File: src/rtl/dh_link_pkg.sv
// Shared definitions for the two-board player link (receive and transmit sides).
package dh_link_pkg;
   localparam int SCORE_W_DEF       = 4;
   localparam int STABLE_CYCLES_DEF = 65000;

   // Field positions on the JC/JB headers, shared with the transmitter.
   localparam int JC_SCORE_LSB  = 0;
   localparam int JC_SCORE_MSB  = 3;
   localparam int JC_PAUSE_BIT  = 4;
   localparam int JC_RELOAD_BIT = 5;
   localparam int JC_W          = 6;
endpackage

File: src/rtl/player2_link_rx_if.sv
// Partner-pin levels in, filtered levels and event pulses out.
interface player2_link_rx_if import dh_link_pkg::*; #(
   parameter int SCORE_W = SCORE_W_DEF
);
   logic               pause_raw;
   logic               reload_raw;
   logic [SCORE_W-1:0] score_raw;
   logic               pause;
   logic               pause_rise;
   logic               pause_fall;
   logic               reload;
   logic               reload_pulse;
   logic [SCORE_W-1:0] score;
   logic               score_changed;
   logic               link_ready;

   modport master (
      output pause_raw, reload_raw, score_raw,
      input  pause, pause_rise, pause_fall, reload, reload_pulse,
             score, score_changed, link_ready
   );

   modport slave (
      input  pause_raw, reload_raw, score_raw,
      output pause, pause_rise, pause_fall, reload, reload_pulse,
             score, score_changed, link_ready
   );
endinterface

File: src/rtl/player2_link_rx_filter.sv
// Synchronizer plus stability filter: a value is committed only after it has
// held unchanged for STABLE_CYCLES cycles.
module link_filter import dh_link_pkg::*; #(
   parameter int W             = 1,
   parameter int STABLE_CYCLES = STABLE_CYCLES_DEF
) (
   input  logic         clk_sys,
   input  logic         rst_b,
   input  logic [W-1:0] raw_i,
   output logic [W-1:0] out_o,
   output logic         commit_o,
   output logic         stable_o
);
   localparam int              CNT_W   = $clog2(STABLE_CYCLES);
   localparam logic [CNT_W-1:0] CNT_MAX = CNT_W'(STABLE_CYCLES - 1);

   logic [W-1:0]     sync1_q, sync2_q;
   logic [1:0]       vld_q;
   logic             loaded_q, loaded_d;
   logic [W-1:0]     cand_q, cand_d;
   logic [CNT_W-1:0] cnt_q, cnt_d;
   logic [W-1:0]     out_q, out_d;
   logic             commit;

   // The synchronizer contents are not trusted until both stages hold a real
   // sample; the first trusted value is always loaded as a fresh candidate.
   always_comb begin
      loaded_d = loaded_q;
      cand_d   = cand_q;
      cnt_d    = cnt_q;
      out_d    = out_q;
      commit   = 1'b0;
      if (vld_q[1]) begin
         if (!loaded_q || (sync2_q != cand_q)) begin
            cand_d   = sync2_q;
            cnt_d    = '0;
            loaded_d = 1'b1;
         end else if (cnt_q < CNT_MAX) begin
            cnt_d = cnt_q + 1'b1;
         end else if (out_q != cand_q) begin
            out_d  = cand_q;
            commit = 1'b1;
         end
      end
   end

   always_ff @(posedge clk_sys or negedge rst_b) begin
      if (!rst_b) begin
         sync1_q  <= '0;
         sync2_q  <= '0;
         vld_q    <= '0;
         loaded_q <= 1'b0;
         cand_q   <= '0;
         cnt_q    <= '0;
         out_q    <= '0;
      end else begin
         sync1_q  <= raw_i;
         sync2_q  <= sync1_q;
         vld_q    <= {vld_q[0], 1'b1};
         loaded_q <= loaded_d;
         cand_q   <= cand_d;
         cnt_q    <= cnt_d;
         out_q    <= out_d;
      end
   end

   assign out_o    = out_q;
   assign commit_o = commit;
   assign stable_o = loaded_q && (cnt_q == CNT_MAX);
endmodule

File: src/rtl/player2_link_rx.sv
// Receive side of the player link: filters partner levels and raises event
// pulses once the link has settled.
module player2_link_rx import dh_link_pkg::*; #(
   parameter int STABLE_CYCLES = STABLE_CYCLES_DEF,
   parameter int SCORE_W       = SCORE_W_DEF
) (
   input  logic              clk_sys,
   input  logic              rst_b,
   player2_link_rx_if.slave  link
);
   logic               pause_out, pause_commit, pause_stable;
   logic               reload_out, reload_commit, reload_stable;
   logic [SCORE_W-1:0] score_out;
   logic               score_commit, score_stable;

   logic link_ready_q, link_ready_d;
   logic pause_rise_q, pause_rise_d;
   logic pause_fall_q, pause_fall_d;
   logic reload_pulse_q, reload_pulse_d;
   logic score_changed_q, score_changed_d;

   link_filter #(.W(1), .STABLE_CYCLES(STABLE_CYCLES)) u_pause (
      .clk_sys  (clk_sys),
      .rst_b    (rst_b),
      .raw_i    (link.pause_raw),
      .out_o    (pause_out),
      .commit_o (pause_commit),
      .stable_o (pause_stable)
   );

   link_filter #(.W(1), .STABLE_CYCLES(STABLE_CYCLES)) u_reload (
      .clk_sys  (clk_sys),
      .rst_b    (rst_b),
      .raw_i    (link.reload_raw),
      .out_o    (reload_out),
      .commit_o (reload_commit),
      .stable_o (reload_stable)
   );

   link_filter #(.W(SCORE_W), .STABLE_CYCLES(STABLE_CYCLES)) u_score (
      .clk_sys  (clk_sys),
      .rst_b    (rst_b),
      .raw_i    (link.score_raw),
      .out_o    (score_out),
      .commit_o (score_commit),
      .stable_o (score_stable)
   );

   // A commit always flips a 1-bit level, so the current value gives direction.
   // Pulses are gated by last cycle's ready to hide the partner's power-up state.
   always_comb begin
      link_ready_d    = link_ready_q | (pause_stable & reload_stable & score_stable);
      pause_rise_d    = link_ready_q & pause_commit & ~pause_out;
      pause_fall_d    = link_ready_q & pause_commit & pause_out;
      reload_pulse_d  = link_ready_q & reload_commit & ~reload_out;
      score_changed_d = link_ready_q & score_commit;
   end

   always_ff @(posedge clk_sys or negedge rst_b) begin
      if (!rst_b) begin
         link_ready_q    <= 1'b0;
         pause_rise_q    <= 1'b0;
         pause_fall_q    <= 1'b0;
         reload_pulse_q  <= 1'b0;
         score_changed_q <= 1'b0;
      end else begin
         link_ready_q    <= link_ready_d;
         pause_rise_q    <= pause_rise_d;
         pause_fall_q    <= pause_fall_d;
         reload_pulse_q  <= reload_pulse_d;
         score_changed_q <= score_changed_d;
      end
   end

   assign link.pause         = pause_out;
   assign link.pause_rise    = pause_rise_q;
   assign link.pause_fall    = pause_fall_q;
   assign link.reload        = reload_out;
   assign link.reload_pulse  = reload_pulse_q;
   assign link.score         = score_out;
   assign link.score_changed = score_changed_q;
   assign link.link_ready    = link_ready_q;
endmodule

File: src/flat_wrapper.sv
// flat-port wrapper written by rule: the top's interface ports become plain ports
module player2_link_rx_flat import dh_link_pkg::*;
#(
   parameter int STABLE_CYCLES = STABLE_CYCLES_DEF,
   parameter int SCORE_W       = SCORE_W_DEF
)
  (clk_sys, rst_b, link_pause_raw, link_reload_raw, link_score_raw, link_pause, link_pause_rise, link_pause_fall, link_reload, link_reload_pulse, link_score, link_score_changed, link_link_ready);
  player2_link_rx_if #(.SCORE_W(SCORE_W)) link_i ();
  input  logic clk_sys;
  input  logic rst_b;
  input wire logic [$bits(link_i.pause_raw)-1:0] link_pause_raw;
  input wire logic [$bits(link_i.reload_raw)-1:0] link_reload_raw;
  input wire logic [$bits(link_i.score_raw)-1:0] link_score_raw;
  output wire logic [$bits(link_i.pause)-1:0] link_pause;
  output wire logic [$bits(link_i.pause_rise)-1:0] link_pause_rise;
  output wire logic [$bits(link_i.pause_fall)-1:0] link_pause_fall;
  output wire logic [$bits(link_i.reload)-1:0] link_reload;
  output wire logic [$bits(link_i.reload_pulse)-1:0] link_reload_pulse;
  output wire logic [$bits(link_i.score)-1:0] link_score;
  output wire logic [$bits(link_i.score_changed)-1:0] link_score_changed;
  output wire logic [$bits(link_i.link_ready)-1:0] link_link_ready;
  assign link_i.pause_raw = link_pause_raw;
  assign link_i.reload_raw = link_reload_raw;
  assign link_i.score_raw = link_score_raw;
  assign link_pause = link_i.pause;
  assign link_pause_rise = link_i.pause_rise;
  assign link_pause_fall = link_i.pause_fall;
  assign link_reload = link_i.reload;
  assign link_reload_pulse = link_i.reload_pulse;
  assign link_score = link_i.score;
  assign link_score_changed = link_i.score_changed;
  assign link_link_ready = link_i.link_ready;
  player2_link_rx #(.STABLE_CYCLES(STABLE_CYCLES), .SCORE_W(SCORE_W)) u_core (.clk_sys(clk_sys), .rst_b(rst_b), .link(link_i));
endmodule
File: config.mk
export PLATFORM = sky130hd
export DESIGN_NAME = player2_link_rx_flat
export DESIGN_NICKNAME = d
export VERILOG_FILES = /design/src/rtl/dh_link_pkg.sv /design/src/rtl/player2_link_rx_if.sv /design/src/rtl/player2_link_rx_filter.sv /design/src/rtl/player2_link_rx.sv /design/src/flat_wrapper.sv
export SDC_FILE = /design/constraint.sdc
export NUM_CORES = 1
export LEC_CHECK = 0
export CAP_MARGIN = 20
export CELL_PAD_IN_SITES_DETAIL_PLACEMENT = 1
export CELL_PAD_IN_SITES_GLOBAL_PLACEMENT = 1
export CORE_MARGIN = 5
export CORE_UTILIZATION = 45
export CTS_CLUSTER_SIZE = 10
export DETAILED_ROUTE_END_ITERATION = 8
export GPL_ROUTABILITY_DRIVEN = 0
export PLACE_DENSITY = 0.8
export SYNTH_ARGS = -nofsm -noshare
export SYNTH_HDL_FRONTEND = slang
export SYNTH_SLANG_ARGS = --single-unit
File: constraint.sdc
create_clock -name clk_sys -period 3.6 [get_ports clk_sys]
set_input_delay 0.72 -clock clk_sys [delete_from_list [all_inputs] [get_ports clk_sys]]
set_output_delay 0.72 -clock clk_sys [all_outputs]
set_load 0.005 [all_outputs]
=== Word level (Yosys, flattened, before mapping) ===
Index checks and enable logic that the tools add are counted.

* Reduce and logical (&&, ||, !) cells: 21
* Equal/unequal tests: 9
* Magnitude comparators: 3
* Mux-type cells: 18
* Add/sub/neg operators: 3
* Bitwise gates (word level): 17

{| class="wikitable"
|+ Operator list
! kind !! count
|-
| two-way mux 16 bit || 6
|-
| adder 16 x 1 -> 16 bit (second input constant) || 3
|-
| equality test 16 bit (second input constant) || 3
|-
| less-than comparator 16 bit (second input constant) || 3
|-
| two-way mux 1 bit || 12
|-
| AND reduction 2 bit || 6
|-
| AND reduction 4 bit || 3
|-
| AND 1 bit || 8
|-
| inequality test 4 bit || 2
|-
| inverter 1 bit || 8
|-
| nonzero test 2 bit || 3
|-
| inequality test 1 bit || 4
|-
| logical AND 1 bit || 3
|-
| zero test 1 bit || 3
|-
| logical OR 1 bit || 3
|-
| OR 1 bit || 1
|}

* Output and inout bits: 11
* Word-level logic and storage cells: 97
* Input port bits: 8
* Register bits after elaboration: 86

=== Logic depth before layout (Yosys ltp) ===
* Depth in word-level cells: 7
* Depth in mapped cells: 7
* Mapped depth without buffers: 6

=== By module ===
Synthesis repeated with hierarchy kept, for this count alone.

* Cells, all modules: 428
* Area, all modules: 4,322.9 µm²

{| class="wikitable"
|+ Modules (own cells, without submodules)
! module !! cells each !! seq. area each (µm²) !! instances !! area each (µm²)
|-
| link_filter (u_core.u_pause ...) || 132 || 575.6 || 2 || 1,244.9
|-
| link_filter (u_core.u_score) || 154 || 875.8 || 1 || 1,667.8
|-
| player2_link_rx || 10 || 125.1 || 1 || 165.2
|}

=== Worst setup path before layout ===
OpenSTA, ideal clock, no wires.

* Path type: reg2reg
* Start: reg u_core.u_pause.cnt_q[0]
* End: reg u_core.u_pause.cnt_q[13]
* Arrival time: 1.880 ns
* Setup slack: 1.651 ns
* Library setup time: 0.069 ns
* Required time: 3.531 ns
* Clock period less this slack: 1.949 ns
* Stages on the path, launching flop included: 7
* Path buffers: 0
* Cells stage by stage: dfrtp_1 > ha_1 > a211o_1 > a21oi_1 > nor2_1 > or4_1 > nand3_1

* Word-level cells in the longest chain between the ends: 3
* Elaborated cells on any way between the ends: 6
* Classes of those cells: add/sub (1); order compare (1); mux (2); reduce/logical (2)

{| class="wikitable"
|+ Ends and longest elaborated chain
! item !! line !! source
|-
| from (decl) || player2_link_rx_filter.sv:21 || <nowiki>logic [CNT_W-1:0] cnt_q, cnt_d;</nowiki>
|-
| from (signal assigned) || player2_link_rx_filter.sv:62 || <nowiki>cnt_q <= cnt_d;</nowiki>
|-
| adder 16 x 1 -> 16 bit / less-than comparator 16 bit (equally long branches) || player2_link_rx_filter.sv:39, player2_link_rx_filter.sv:38 ||
|-
| two-way mux 16 bit / nonzero test 2 bit (equally long branches) || n/a ||
|-
| two-way mux 16 bit / AND reduction 2 bit (equally long branches) || n/a ||
|}

Parallel ways exist; a longest one is shown, timed or not. The select of a mux whose other input is x is not followed.
A chain may end at the register's enable or synchronous reset.

=== Worst setup path after layout ===
* Start: reg u_core.u_reload.cnt_q[0]
* End: reg u_core.u_reload.cnt_q[14]

* Word-level cells in the longest chain between the ends: 3
* Elaborated cells on any way between the ends: 6
* Classes of those cells: add/sub (1); order compare (1); mux (2); reduce/logical (2)

{| class="wikitable"
|+ Ends and longest elaborated chain
! item !! line
|-
| from (decl) || player2_link_rx_filter.sv:21
|-
| from (signal assigned) || player2_link_rx_filter.sv:62
|-
| adder 16 x 1 -> 16 bit / less-than comparator 16 bit (equally long branches) || player2_link_rx_filter.sv:39, player2_link_rx_filter.sv:38
|-
| two-way mux 16 bit / nonzero test 2 bit (equally long branches) || n/a
|-
| two-way mux 16 bit / AND reduction 2 bit (equally long branches) || n/a
|}

Parallel ways exist; a longest one is shown, timed or not. The select of a mux whose other input is x is not followed.

==> results list <==
- Entering global routing, the biggest net connects between 60 and 70 pins.
- Horiz. Die Dim: about 100 um
* Worst flop-to-flop path startpoint: u_core.u_reload.cnt_q[0]
* Bufs on Longest Clock Path: 2
- Grouping stages by cell kind, the critical path spends the most delay in compound AO/OA/AOI/OAI gates.
- Gates resized during post-CTS repair numbered 0.
- Number of maximum-capacitance constraint violations: 0
* Worst setup endpoint: u_core.u_reload.cnt_q[14]
* Total negative slack for setup checks: 0 ns
- Counting flops with an async set or reset pin after synthesis yields a share of 100%.
- CTS Sinks: 82
- Synthesis produced around 400 cells.
* Via-to-Cell Ratio: around 6.2
- The final hold violation count was 0.
- Number of buffers added for setup after CTS: 0
- The die covers about 11000 um2.
* Final routed wirelength across all metal layers: 10000 um
- The count of buffers added on input and output ports is 18.
- On the final layout, the worst clock skew is between 0.01 and 0.015 ns.
- Setup violations remaining at the end of the flow were counted as 0.
* Leading cell type in the layout, fill and taps excluded: sky130_fd_sc_hd__dfrtp_1
- Count of synthesis-stage warnings from yosys: 0
- The clock reaches the later pin of the worst-skew pair after around 0.36 ns.
* Count of flip-flops with a built-in enable after synthesis: 0
- R2r setup slk: between 1 and 1.5 ns
* Reg-to-Reg End: u_core.u_reload.cnt_q[14]
- Measured in cells, the most critical reg-to-reg path has a length of 6.
* Synthesized area per cell: 9.91 um2
- In this run, the combinational gates consume 8.9% of the power.
- In the final routed layout, each cell accounts on average for 18.9 um.
* Worst-Margin Slew: approximately 0.84 ns
- The library cells used most frequently in the layout, excluding fill and tap cells, are sky130_fd_sc_hd__dfrtp_1 (82), sky130_fd_sc_hd__o21ai_0 (38), sky130_fd_sc_hd__nand2_1 (36).
* Setup repair after global routing missed its margin: false
* Endpoint arrival time on the critical path: 2.57 ns
- Measured against its own limit, the worst slew margin works out to between 40 and 50%.
- The die is about 100 um tall.
- Starting Density: a little under half
- Largest fanout of any net on the critical path: 14
- Number of buffers added by the clock tree synthesis step: 9
* Library cell contributing the largest single delay on the critical path: sky130_fd_sc_hd__o311ai_0
* Remaining routing DRC violations: 0
* Crit Path Category: reg -> reg
- In this run, flip-flops and latches consume a little over half of the power.
- Measured on the finished design, the core utilization comes to between 50 and 60%.
* Synth Net Count: around 400
- Switching share of total power: roughly 28%
- After global routing the overflow that remains totals 0.
* Number of buffers and inverters on the critical path: 0
- Post-route antenna net violation count: 0
- Total routing usage reported by global routing: a little under a fifth
- Synth Flop Type: sky130_fd_sc_hd__dfrtp_1
* Period utilisation layout: 65.0%
- Total half-perimeter wirelength after legalization and detailed placement: ~6900 um
* Post-synth design cell area: slightly below 4000 um2
- Area added between synthesis and finish: 12.3%
- Cell-by-cell trace of the critical path: ha_1, a211oi_1, o21ba_2, or3_4, nand3_1, o311ai_0
- Start point of the critical path: u_core.u_reload.cnt_q[0]
- Number of detailed-route iterations in the first pass: 4
- Initial DRC Count: between 100 and 150
- Derived from the worst setup path, the maximum achievable clock frequency is about 430 MHz.
- Class of the tightest hold or removal check: reg -> reg
* Num rows: 34
* Initial antenna violation count: 0
- Cells with a size suffix above 1 make up between 10% and 20% of the layout.
- The routed design could run at a clock period as short as between 2 and 2.5 ns.
- Peak VDD IR: 0.236 mV
- Critical Path End Type: flop
- CTS H-tree depth: 3
* TritonCTS clock tree: yes
- Number of stages on the worst setup path: 6
- Clock power share: roughly two fifths
- Critical path data required time: roughly 3.8 ns
* Status: finished, final reports clean
- Vias in the first global route: 3382
- Kind of start point of the critical path: flop
- Leakage dissipation: between 1.5 and 2 nW
- The first global-routing pass estimated approximately 17000 um of wire.
- Summing over every cut layer, the via total after detailed routing is about 3300.
* Slowest cell delay on critical path: ~0.5 ns
- After clock tree synthesis, the clock-pin slew on the worst setup and hold paths is 0.09 ns.
- Summed over all nets, the switching power comes to ~520 uW.
- Proportion of synthesized chip area in sequential cells: 51.9%
- The final layout contains roughly 430 nets.
- Synthesized flop and latch total: ~80
- Power spread over the standard cell area amounts to 419 nW/um2.
* Antenna Cells: 0
* Post-synth cell types: 51
- Final count of pins violating max slew: 0
* Root Buffer: sky130_fd_sc_hd__clkbuf_8
* Top-level I/O count: 19
- The region available for standard cell placement spans 8640 um2.
- Cell internal power was estimated by the tool at about 1.3 mW.
- After clock tree synthesis, the flow added hold-fix buffers numbering 0.
==> metrics by stage <==
| stage | cell area (um2) | std cells | setup slack [ns] | power (mW) | hold WS, ns |
|---|---|---|---|---|---|
| after floorplan | 3950 | 399 | 1.65 | 1.10 | 0.331 |
| after global placement | 4220 | 513 | 1.34 | 1.16 | 0.332 |
| after detailed placement | 4220 | 513 | 1.24 | 1.17 | 0.336 |
| after CTS | 4430 | 529 | 1.20 | 1.87 | 0.353 |
| after global routing | 4440 | 530 | 1.11 | 1.94 | 0.358 |
| final | 4440 | 530 | 1.26 | 1.86 | 0.354 |
==> Yosys cell counts (4+ instances only) <==
| library cell | instances | share of area [%] |
|---|---|---|
| sky130_fd_sc_hd__o41ai_1 | 4 | 0.89 |
| sky130_fd_sc_hd__nor4_1 | 7 | 1.1 |
| sky130_fd_sc_hd__a21oi_1 | 14 | 1.8 |
| sky130_fd_sc_hd__clkbuf_1 | 7 | 0.66 |
| sky130_fd_sc_hd__xor2_1 | 5 | 1.1 |
| sky130_fd_sc_hd__nand3_1 | 22 | 2.8 |
| sky130_fd_sc_hd__dfrtp_1 | 82 | 52 |
| sky130_fd_sc_hd__and4_1 | 4 | 0.89 |
| sky130_fd_sc_hd__o21ai_0 | 38 | 4.8 |
| sky130_fd_sc_hd__xnor2_1 | 4 | 0.89 |
| sky130_fd_sc_hd__o31ai_1 | 4 | 0.76 |
| sky130_fd_sc_hd__buf_2 | 5 | 0.63 |
| sky130_fd_sc_hd__or3_1 | 6 | 0.95 |
| sky130_fd_sc_hd__mux2_2 | 11 | 3.1 |
| sky130_fd_sc_hd__and3_1 | 9 | 1.4 |
| sky130_fd_sc_hd__nand2_1 | 36 | 3.4 |
| sky130_fd_sc_hd__or2_2 | 5 | 0.79 |
| sky130_fd_sc_hd__inv_1 | 11 | 1.0 |
| sky130_fd_sc_hd__nor2_1 | 30 | 2.8 |
| sky130_fd_sc_hd__a31oi_1 | 8 | 1.3 |
| sky130_fd_sc_hd__nor3_1 | 11 | 1.4 |
| sky130_fd_sc_hd__nand4_1 | 14 | 2.2 |
| sky130_fd_sc_hd__a211o_1 | 9 | 2.0 |
==> worst min-delay path by stage <==
stage	from	to	slack [ns]	cells past startpoint
global route	u_core.u_score.sync1_q[3]	u_core.u_score.sync2_q[3]	0.36	0
detailed placement	u_core.u_score.sync1_q[3]	u_core.u_score.sync2_q[3]	0.34	0
global placement	u_core.u_score.sync1_q[3]	u_core.u_score.sync2_q[3]	0.33	0
CTS	u_core.u_score.sync1_q[3]	u_core.u_score.sync2_q[3]	0.35	0
finish	u_core.u_score.sync1_q[3]	u_core.u_score.sync2_q[3]	0.35	0
floorplan	u_core.u_pause.sync1_q	u_core.u_pause.sync2_q	0.33	0
==> routing by layer <==
layer | GRT usage, % | up-vias | part of all wire, %
met4 | 5.83 | 0 | 2.0
met3 | 4.35 | 15 | 3.1
met5 | 0 | - | 0
met2 | 30.0 | 56 | 48
met1 | 25.5 | 1674 | 47
li1 | - | 1521 | -
==> power by group through the flow <==
stage	registers [mW]	clock network (mW)	logic [mW]
2_1_floorplan	0.992	0	0.107
3_5_place_dp	1.00	0	0.163
6_report	0.985	0.708	0.166
4_1_cts	0.984	0.721	0.166
5_1_grt	0.989	0.770	0.184
3_3_place_gp	0.999	0	0.157
==> sequential cells by signal (all words and copies together) (netlist names), 2 cells and up <==
signal,count
u_core.u_pause.cnt_q,16
u_core.u_reload.cnt_q,16
u_core.u_score.cnt_q,16
u_core.u_score.cand_q,4
u_core.u_score.out_o,4
u_core.u_score.sync1_q,4
u_core.u_score.sync2_q,4
u_core.u_pause.vld_q,2
==> area by class of cell <==
class / count / area (um2)
Sequential cell: 82 / 2050
Fill cell: 981 / 4200
Inverter: 11 / 41.3
Multi-Input combinational cell: 291 / 1800
Clock buffer: 9 / 124
Timing Repair Buffer: 22 / 208
Clock inverter: 7 / 83.8
Tap cell: 108 / 135
==> logic make-up (layout without fill, tap and decap cells) <==
group,count (synthesis),after routing,synth area share (%)
other cells,1,1,0.0949
buf+inv,26,49,2.66
mux,12,12,3.51
xor+xnor,9,9,1.99
compound gates,108,108,18.4
simple gates,158,158,20.4
fa+ha+maj,3,3,0.950
flops,82,82,51.9
Power figures use the tool's default switching activity.
